$ cat src/rtl/instruction_loader.sv
// Streams a length-prefixed program from a byte interface into instruction memory,
// holding the CPU in reset until the whole program has been written.
module instruction_loader #(
  parameter int MAX_WORDS = 256
) (
  input  logic        Clock,
  input  logic        Reset,
  input  logic        iStart,
  input  logic [7:0]  iByte,
  input  logic        iByteValid,
  output logic        oByteReady,
  output logic        oWriteEnable,
  output logic [15:0] oWriteAddress,
  output logic [27:0] oInstruction,
  output logic        oCpuReset,
  output logic        oDone,
  output logic        oError
);

  typedef enum logic [3:0] {
    S_IDLE   = 4'd0,
    S_CNT_HI = 4'd1,
    S_CNT_LO = 4'd2,
    S_BYTE0  = 4'd3,
    S_BYTE1  = 4'd4,
    S_BYTE2  = 4'd5,
    S_BYTE3  = 4'd6,
    S_WRITE  = 4'd7,
    S_DONE   = 4'd8,
    S_ERROR  = 4'd9
  } state_t;

  localparam logic [16:0] MaxWords = 17'(MAX_WORDS);

  state_t      state_q, state_d;
  logic [15:0] count_q, count_d;
  logic [15:0] addr_q, addr_d;
  logic [27:0] instr_q, instr_d;
  logic        accept_s;
  logic [15:0] n_s;

  function automatic logic ready_in(input state_t s);
    case (s)
      S_CNT_HI, S_CNT_LO, S_BYTE0, S_BYTE1, S_BYTE2, S_BYTE3: ready_in = 1'b1;
      default:                                                ready_in = 1'b0;
    endcase
  endfunction

  assign accept_s      = iByteValid & oByteReady;
  assign n_s           = {count_q[15:8], iByte};
  assign oWriteAddress = addr_q;
  assign oInstruction  = instr_q;

  // Next-state and datapath update; bytes only move state when accepted.
  always_comb begin
    state_d = state_q;
    count_d = count_q;
    addr_d  = addr_q;
    instr_d = instr_q;
    case (state_q)
      S_IDLE, S_DONE, S_ERROR: begin
        if (iStart) begin
          state_d = S_CNT_HI;
          addr_d  = 16'h0000;
        end else begin
          state_d = state_q;
        end
      end
      S_CNT_HI: begin
        if (accept_s) begin
          count_d = {iByte, 8'h00};
          state_d = S_CNT_LO;
        end else begin
          state_d = S_CNT_HI;
        end
      end
      S_CNT_LO: begin
        if (accept_s) begin
          count_d = n_s;
          if (n_s == 16'h0000) begin
            state_d = S_DONE;
          end else if ({1'b0, n_s} > MaxWords) begin
            state_d = S_ERROR;
          end else begin
            state_d = S_BYTE0;
          end
        end else begin
          state_d = S_CNT_LO;
        end
      end
      S_BYTE0: begin
        if (accept_s) begin
          if (iByte[7:4] != 4'h0) begin
            state_d = S_ERROR;
          end else begin
            instr_d[27:24] = iByte[3:0];
            state_d        = S_BYTE1;
          end
        end else begin
          state_d = S_BYTE0;
        end
      end
      S_BYTE1: begin
        if (accept_s) begin
          instr_d[23:16] = iByte;
          state_d        = S_BYTE2;
        end else begin
          state_d = S_BYTE1;
        end
      end
      S_BYTE2: begin
        if (accept_s) begin
          instr_d[15:8] = iByte;
          state_d       = S_BYTE3;
        end else begin
          state_d = S_BYTE2;
        end
      end
      S_BYTE3: begin
        if (accept_s) begin
          instr_d[7:0] = iByte;
          state_d      = S_WRITE;
        end else begin
          state_d = S_BYTE3;
        end
      end
      S_WRITE: begin
        addr_d = addr_q + 16'd1;
        // count_q is at least 1 here, so the subtraction cannot underflow
        if (addr_q == (count_q - 16'd1)) begin
          state_d = S_DONE;
        end else begin
          state_d = S_BYTE0;
        end
      end
      default: begin
        state_d = S_IDLE;
      end
    endcase
  end

  // State register; status outputs are decoded from the next state so they are registered.
  always_ff @(posedge Clock) begin
    if (!Reset) begin
      state_q      <= S_IDLE;
      count_q      <= 16'h0000;
      addr_q       <= 16'h0000;
      instr_q      <= 28'h0000000;
      oByteReady   <= 1'b0;
      oWriteEnable <= 1'b0;
      oDone        <= 1'b0;
      oError       <= 1'b0;
      oCpuReset    <= 1'b1;
    end else begin
      state_q      <= state_d;
      count_q      <= count_d;
      addr_q       <= addr_d;
      instr_q      <= instr_d;
      oByteReady   <= ready_in(state_d);
      oWriteEnable <= (state_d == S_WRITE);
      oDone        <= (state_d == S_DONE);
      oError       <= (state_d == S_ERROR);
      oCpuReset    <= (state_d != S_DONE);
    end
  end

endmodule

$ cat config.mk
export PLATFORM = sky130hd
export DESIGN_NAME = instruction_loader
export DESIGN_NICKNAME = d
export VERILOG_FILES = /design/src/rtl/instruction_loader.sv
export SDC_FILE = /design/constraint.sdc
export NUM_CORES = 1
export LEC_CHECK = 0
export ABC_CLOCK_PERIOD_IN_PS = 2600
export BUFFER_PORTS_ARGS = -buffer_cell sky130_fd_sc_hd__buf_2
export CORE_UTILIZATION = 39
export CTS_BUF_LIST = sky130_fd_sc_hd__clkbuf_4 sky130_fd_sc_hd__clkbuf_8 sky130_fd_sc_hd__clkbuf_16
export DETAILED_ROUTE_END_ITERATION = 10
export GPL_TIMING_DRIVEN = 1
export SLEW_MARGIN = 25
export SYNTH_ARGS = -nofsm -noshare
export SYNTH_HDL_FRONTEND = slang
export SYNTH_SLANG_ARGS = --single-unit
export TNS_END_PERCENT = 20
$ cat constraint.sdc
create_clock -name Clock -period 2.6 [get_ports Clock]
set_input_delay 0.52 -clock Clock [delete_from_list [all_inputs] [get_ports Clock]]
set_output_delay 0.52 -clock Clock [all_outputs]
set_load 0.03 [all_outputs]
Yosys cells after proc, flatten, opt, wreduce, memory -nomap -nowiden
Index checks and enable logic that the tools add are counted.
- register bits: 69
- input port bits: 12
- output and inout bits: 49
- logic and storage cells: 74
- add/subtract/negate cells: 2
- magnitude comparators: 1
- equality and inequality tests: 23
- muxes and demuxes: 18
- bitwise logic cells: 3
- reduce and logical (&&, ||, !) cells: 14
- operator list (cell ; count):
    one-hot mux 16 bit (2 select lines) ; 2
    == test 4 x 3 -> 1 bit, second input constant ; 8
    two-way mux 16 bit ; 2
    one-hot mux 4 bit (8 select lines) ; 1
    two-way mux 4 bit ; 7
    adder 16 x 1 -> 16 bit, second input constant ; 1
    == test 16 bit ; 1
    == test 4 x 2 -> 1 bit, second input constant ; 4
    == test 4 bit, second input constant ; 4
    > comparator 16 x 9 -> 1 bit, second input constant ; 1
    logical NOT 16 bit ; 1
    subtractor 16 x 1 -> 16 bit, second input constant ; 1
    AND reduction 3 bit ; 3
    == test 4 x 1 -> 1 bit, second input constant ; 2
    two-way mux 8 bit ; 1
    AND reduction 2 bit ; 4
    inequality test 2 bit, second input constant ; 3
    OR reduction 6 bit ; 1
    logical NOT 4 bit ; 1
    two-way mux 2 bit ; 2
    inequality test 4 bit, second input constant ; 1
    nonzero test 2 bit ; 2
    nonzero test 4 bit ; 1
    two-way mux 1 bit ; 3
    3 further kinds ; 4

Logic depth before layout (Yosys ltp)
- depth in word-level cells: 8
- gate-level depth with buffers: 10
- mapped depth without buffers: 9

Worst setup path before layout
Ideal clock, no wire load.
- path kind: register to register
- start: register count_q[0]
- end: register oByteReady
- library setup time: 133 ps
- arrival time: 2251 ps
- data required time: 2467 ps
- path slack: 216 ps
- cell stages (with the launch flop): 11
- period minus slack after synthesis: 2384 ps
- cell sequence: dfxtp_1 -> inv_1 -> ha_1 -> nor2b_1 -> buf_6 -> or3_1 -> a31o_1 -> a2111oi_4 -> nand4b_2 -> a21oi_4 -> a311oi_1
- cells in the longest elaborated chain, start to end: 7
- RTL lines (element ; RTL line ; text):
    start: declaration ; 36 ; logic [15:0] count_q, count_d;
    start signal: assignment ; 156 ; count_q <= count_d;
    subtractor 16 x 1 -> 16 bit (*) ; 130 ; if (addr_q == (count_q - 16'd1)) begin
    == test 16 bit (*) ; 130 ;
    two-way mux 4 bit (*) ; 130 ;
    one-hot mux 4 bit (8 select lines) (*) ; 60 ; case (state_q)
    == test 4 x 1 -> 1 bit, or another cell as far along ; 43 ; case (s)
    OR reduction 6 bit (*) ; 43 ;
    two-way mux 1 bit (*) ; 43 ;
    end signal: assignment ; 159 ; oByteReady <= ready_in(state_d);
    end: declaration ; 11 ; output logic oByteReady,
Every way passes the cells marked *; elsewhere a longest branch is shown, timed or not.
A chain may end at the register's enable or synchronous reset.

Worst setup path in the final report
- start: register count_q[1]
- end: register oByteReady
The elaborated chain is that of the path after synthesis.

==> impl_metrics.toml <==
[setup_path]
end_kind = "register"
cp_slowest_cell = "dfxtp_1"
crit_type = "register to register"
worstSetupStartpoint = "count_q[1]"
worstReg2RegEnd = "oByteReady"
crit_fanout = 6
cp-start-kind = "register"
path_cells = "inv_1 -> ha_1 -> nor2b_2 -> buf_4 -> a311o_1 -> o22a_1 -> a21oi_1 -> nand4b_2 -> a21oi_4 -> a311oi_1"
reg2reg_depth = 10
r2r_start = "count_q[1]"
crit_path_max_incr_delay_ns = 0.38
crit_required_ns = 2.82
r2r_setup_slack_ns = 0.14
worstPathArrival_ns = 2.68

[drt]
dr.pass1.iters = 4
routed_via_density = 5.31
drt_wl_total_mm = 8.52
wl_per_cell_um = 14.8
vias = 3059
initialDrtViolationCount = 169
antenna_left = 0
drc_errors = 0

[logic_synthesis]
synth_ff_type = "dfxtp_1"
synth_xor_area_share_pct = 5.13
ys_types = 60
postSynthCellCount = 394
synth-edff-count = 0
synth_nets = 408
yosys.area_share.simple_pct = 26.1
ys_seq_elements = 69
synth.avg_cell_area_um2 = 8.66
netlist_area_um2 = 3410
async_flop_share_pct = 0
muxShareOfSynthArea_pct = 9.46
synth_top_family_by_area = "simple AND/OR/NAND/NOR gates"
synth_compound_area_share_pct = 14.5
synthAdderAreaFrac_pct = 0.733
yosysWarnings = 0
seq_area_frac_synth_pct = 40.5

[power]
combPwrFrac_pct = 7.4
peakVddDrop_uv = 239
p_int_uw = 1590
p_leak_uw = 0.00174
p_seq_share_pct = 50.3
p_sw_share_pct = 26.0
p_per_area_nw_per_um2 = 522
pwr-share-clk_pct = 42.2
switchingPower_uw = 556

[sta]
min_period_ns = 2.46
fmax_ghz = 0.407
drv_slew = 0
slew_headroom_pct = 56.5
rsz0062_at_grt = "no"
hold_viol_final = 0
setup_viol = 0
post-route-period-util_pct = 94.6
setup_tns_ns = 0
tightest_slew_ns = 0.651
fin_skew_ns = 0.0133

[clock_tree]
htree_levels = 3
hold_buffers = 0
clock_path_buffers = 2
clock_sinks = 69
cts_root_buf = "clkbuf_8"
clk_pin_slew_ns = 0.09
numCtsBuffers = 9
cts_tree = "built"
clk_latency_ns = 0.35

[die]
die_height_um = 95.5
dieWidth_um = 95.5
coreArea_um2 = 8340
io_pins = 61
start_util_pct = 40.9
num_rows = 33
dieArea_um2 = 9130

[layout]
layout_commonest_cell = "dfxtp_1"
diodes = 0
final_nets = 480
final_cell_mix = "dfxtp_1 (69), nor2_1 (65), buf_2 (60)"
drive_gt1_share_pct = 23.6
syn2layout_area_growth_pct = 20.3
final_area_um2 = 4100

[global_route]
grt_pass1_vias = 2923
grt_start_max_net_pins = 31
grt_pass1_wl_mm = 14.4
grt_overflow = 0
grt_util_all_layers_pct = 20.8
grt_antenna_before_repair = 0

[hold_path]
hold_class = "primary input to register"
hold_depth = 2
worst_hold_path.endpoint = "oCpuReset"
min_from = "Reset"

[run_status]
status = "finished clean"

[placement]
port_buffers = 60
place_hpwl_mm = 6.23
place_area_um2 = 3900
place_congestion = 0.865

[job]
cap_violations = 0
[critical path: cells and delay by family, from the launching register on]
| family | cells | cell delay, ns |
|---|---|---|
| adders and majority gates | 1 | 0.19 |
| AOI/OAI and AO/OA | 5 | 1.17 |
| and+or+nand+nor | 2 | 0.38 |
| buffers and inverters | 2 | 0.22 |
| DFF | 1 | 0.38 |
[through the flow]
step / setup WS (ns) / util [%] / std cells / hold WS [ns] / power, µW
detailed placement: 0.0709 / 46.7 / 560 / 0.478 / 1260
finish: 0.142 / 49.2 / 576 / 0.438 / 2140
global route: 0.0156 / 49.2 / 576 / 0.424 / 2230
global placement: 0.138 / 46.7 / 560 / 0.470 / 1260
CTS: 0.0848 / 49.2 / 576 / 0.418 / 2170
floorplan: 0.216 / - / 394 / 0.456 / 1200
[sequential cells by signal, summed over array words and instances (netlist names)]
name / count
oError: 1
oWriteEnable: 1
oDone: 1
oCpuReset: 1
state_q: 4
count_q: 16
oByteReady: 1
oWriteAddress: 16
oInstruction: 28
[final cells by class]
| class | count | area [µm²] |
|---|---|---|
| fillers | 863 | 4240 |
| well taps | 105 | 131 |
| inverters | 9 | 33.8 |
| repair buffers | 79 | 443 |
| flip-flops and latches | 69 | 1380 |
| multi-input cells | 298 | 1910 |
| clock buffers | 10 | 131 |
| clock inverters | 6 | 72.6 |
[metal layers]
layer  wire length [µm]  global-route usage (%)
met1               4040                    27.1
met2               3880                    31.7
met3                477                    6.78
met4                124                    7.84
met5                  0                       0
[synth_stat cells, types with 3 or more instances]
cell | n | area, µm²
xor2_1 | 11 | 96.3
and3_1 | 7 | 43.8
a22oi_1 | 8 | 60.1
nand2_1 | 31 | 116
xnor2_1 | 9 | 78.8
dfxtp_1 | 69 | 1380
and2_1 | 3 | 18.8
nor2_1 | 65 | 244
or3_1 | 4 | 25.0
nor4_1 | 4 | 25.0
inv_1 | 8 | 30.0
a31oi_1 | 8 | 50.1
o21ai_0 | 9 | 45.0
nor3_1 | 6 | 30.0
o211ai_1 | 4 | 30.0
nand2b_1 | 6 | 37.5
clkbuf_1 | 12 | 45.0
mux2i_1 | 30 | 300
a21oi_1 | 21 | 105
nand3_1 | 26 | 130
[what timing repair did]
item                                    CTS  global route
endpoints found under the setup margin    0             6
gates resized for setup                   0             1
buffers inserted                          0             0
[worst max-delay path by stage]
stage | end | slack [ns] | cells after the start
floorplan | oByteReady | 0.22 | 10
global placement | oError | 0.14 | 8
detailed placement | oError | 0.07 | 8
CTS | oByteReady | 0.08 | 9
global route | oByteReady | 0.02 | 10
finish | oByteReady | 0.14 | 10
[power by group through the flow]
stage / Combinational, µW / Sequential (µW) / Clock, µW
final: 160 / 1080 / 904
after global routing: 177 / 1080 / 971
after CTS: 160 / 1080 / 928
after detailed placement: 160 / 1100 / 0
after global placement: 158 / 1100 / 0
after floorplan: 101 / 1100 / 0
[cell families (layout without fill, tap and decap cells)]
logic type | count (synthesis) | after routing
flops | 69 | 69
simple gates | 174 | 174
fa+ha+maj | 2 | 2
compound gates | 70 | 70
buf+inv | 27 | 104
mux | 32 | 32
xor+xnor | 20 | 20
No activity file was read; power rests on OpenSTA's default activity.
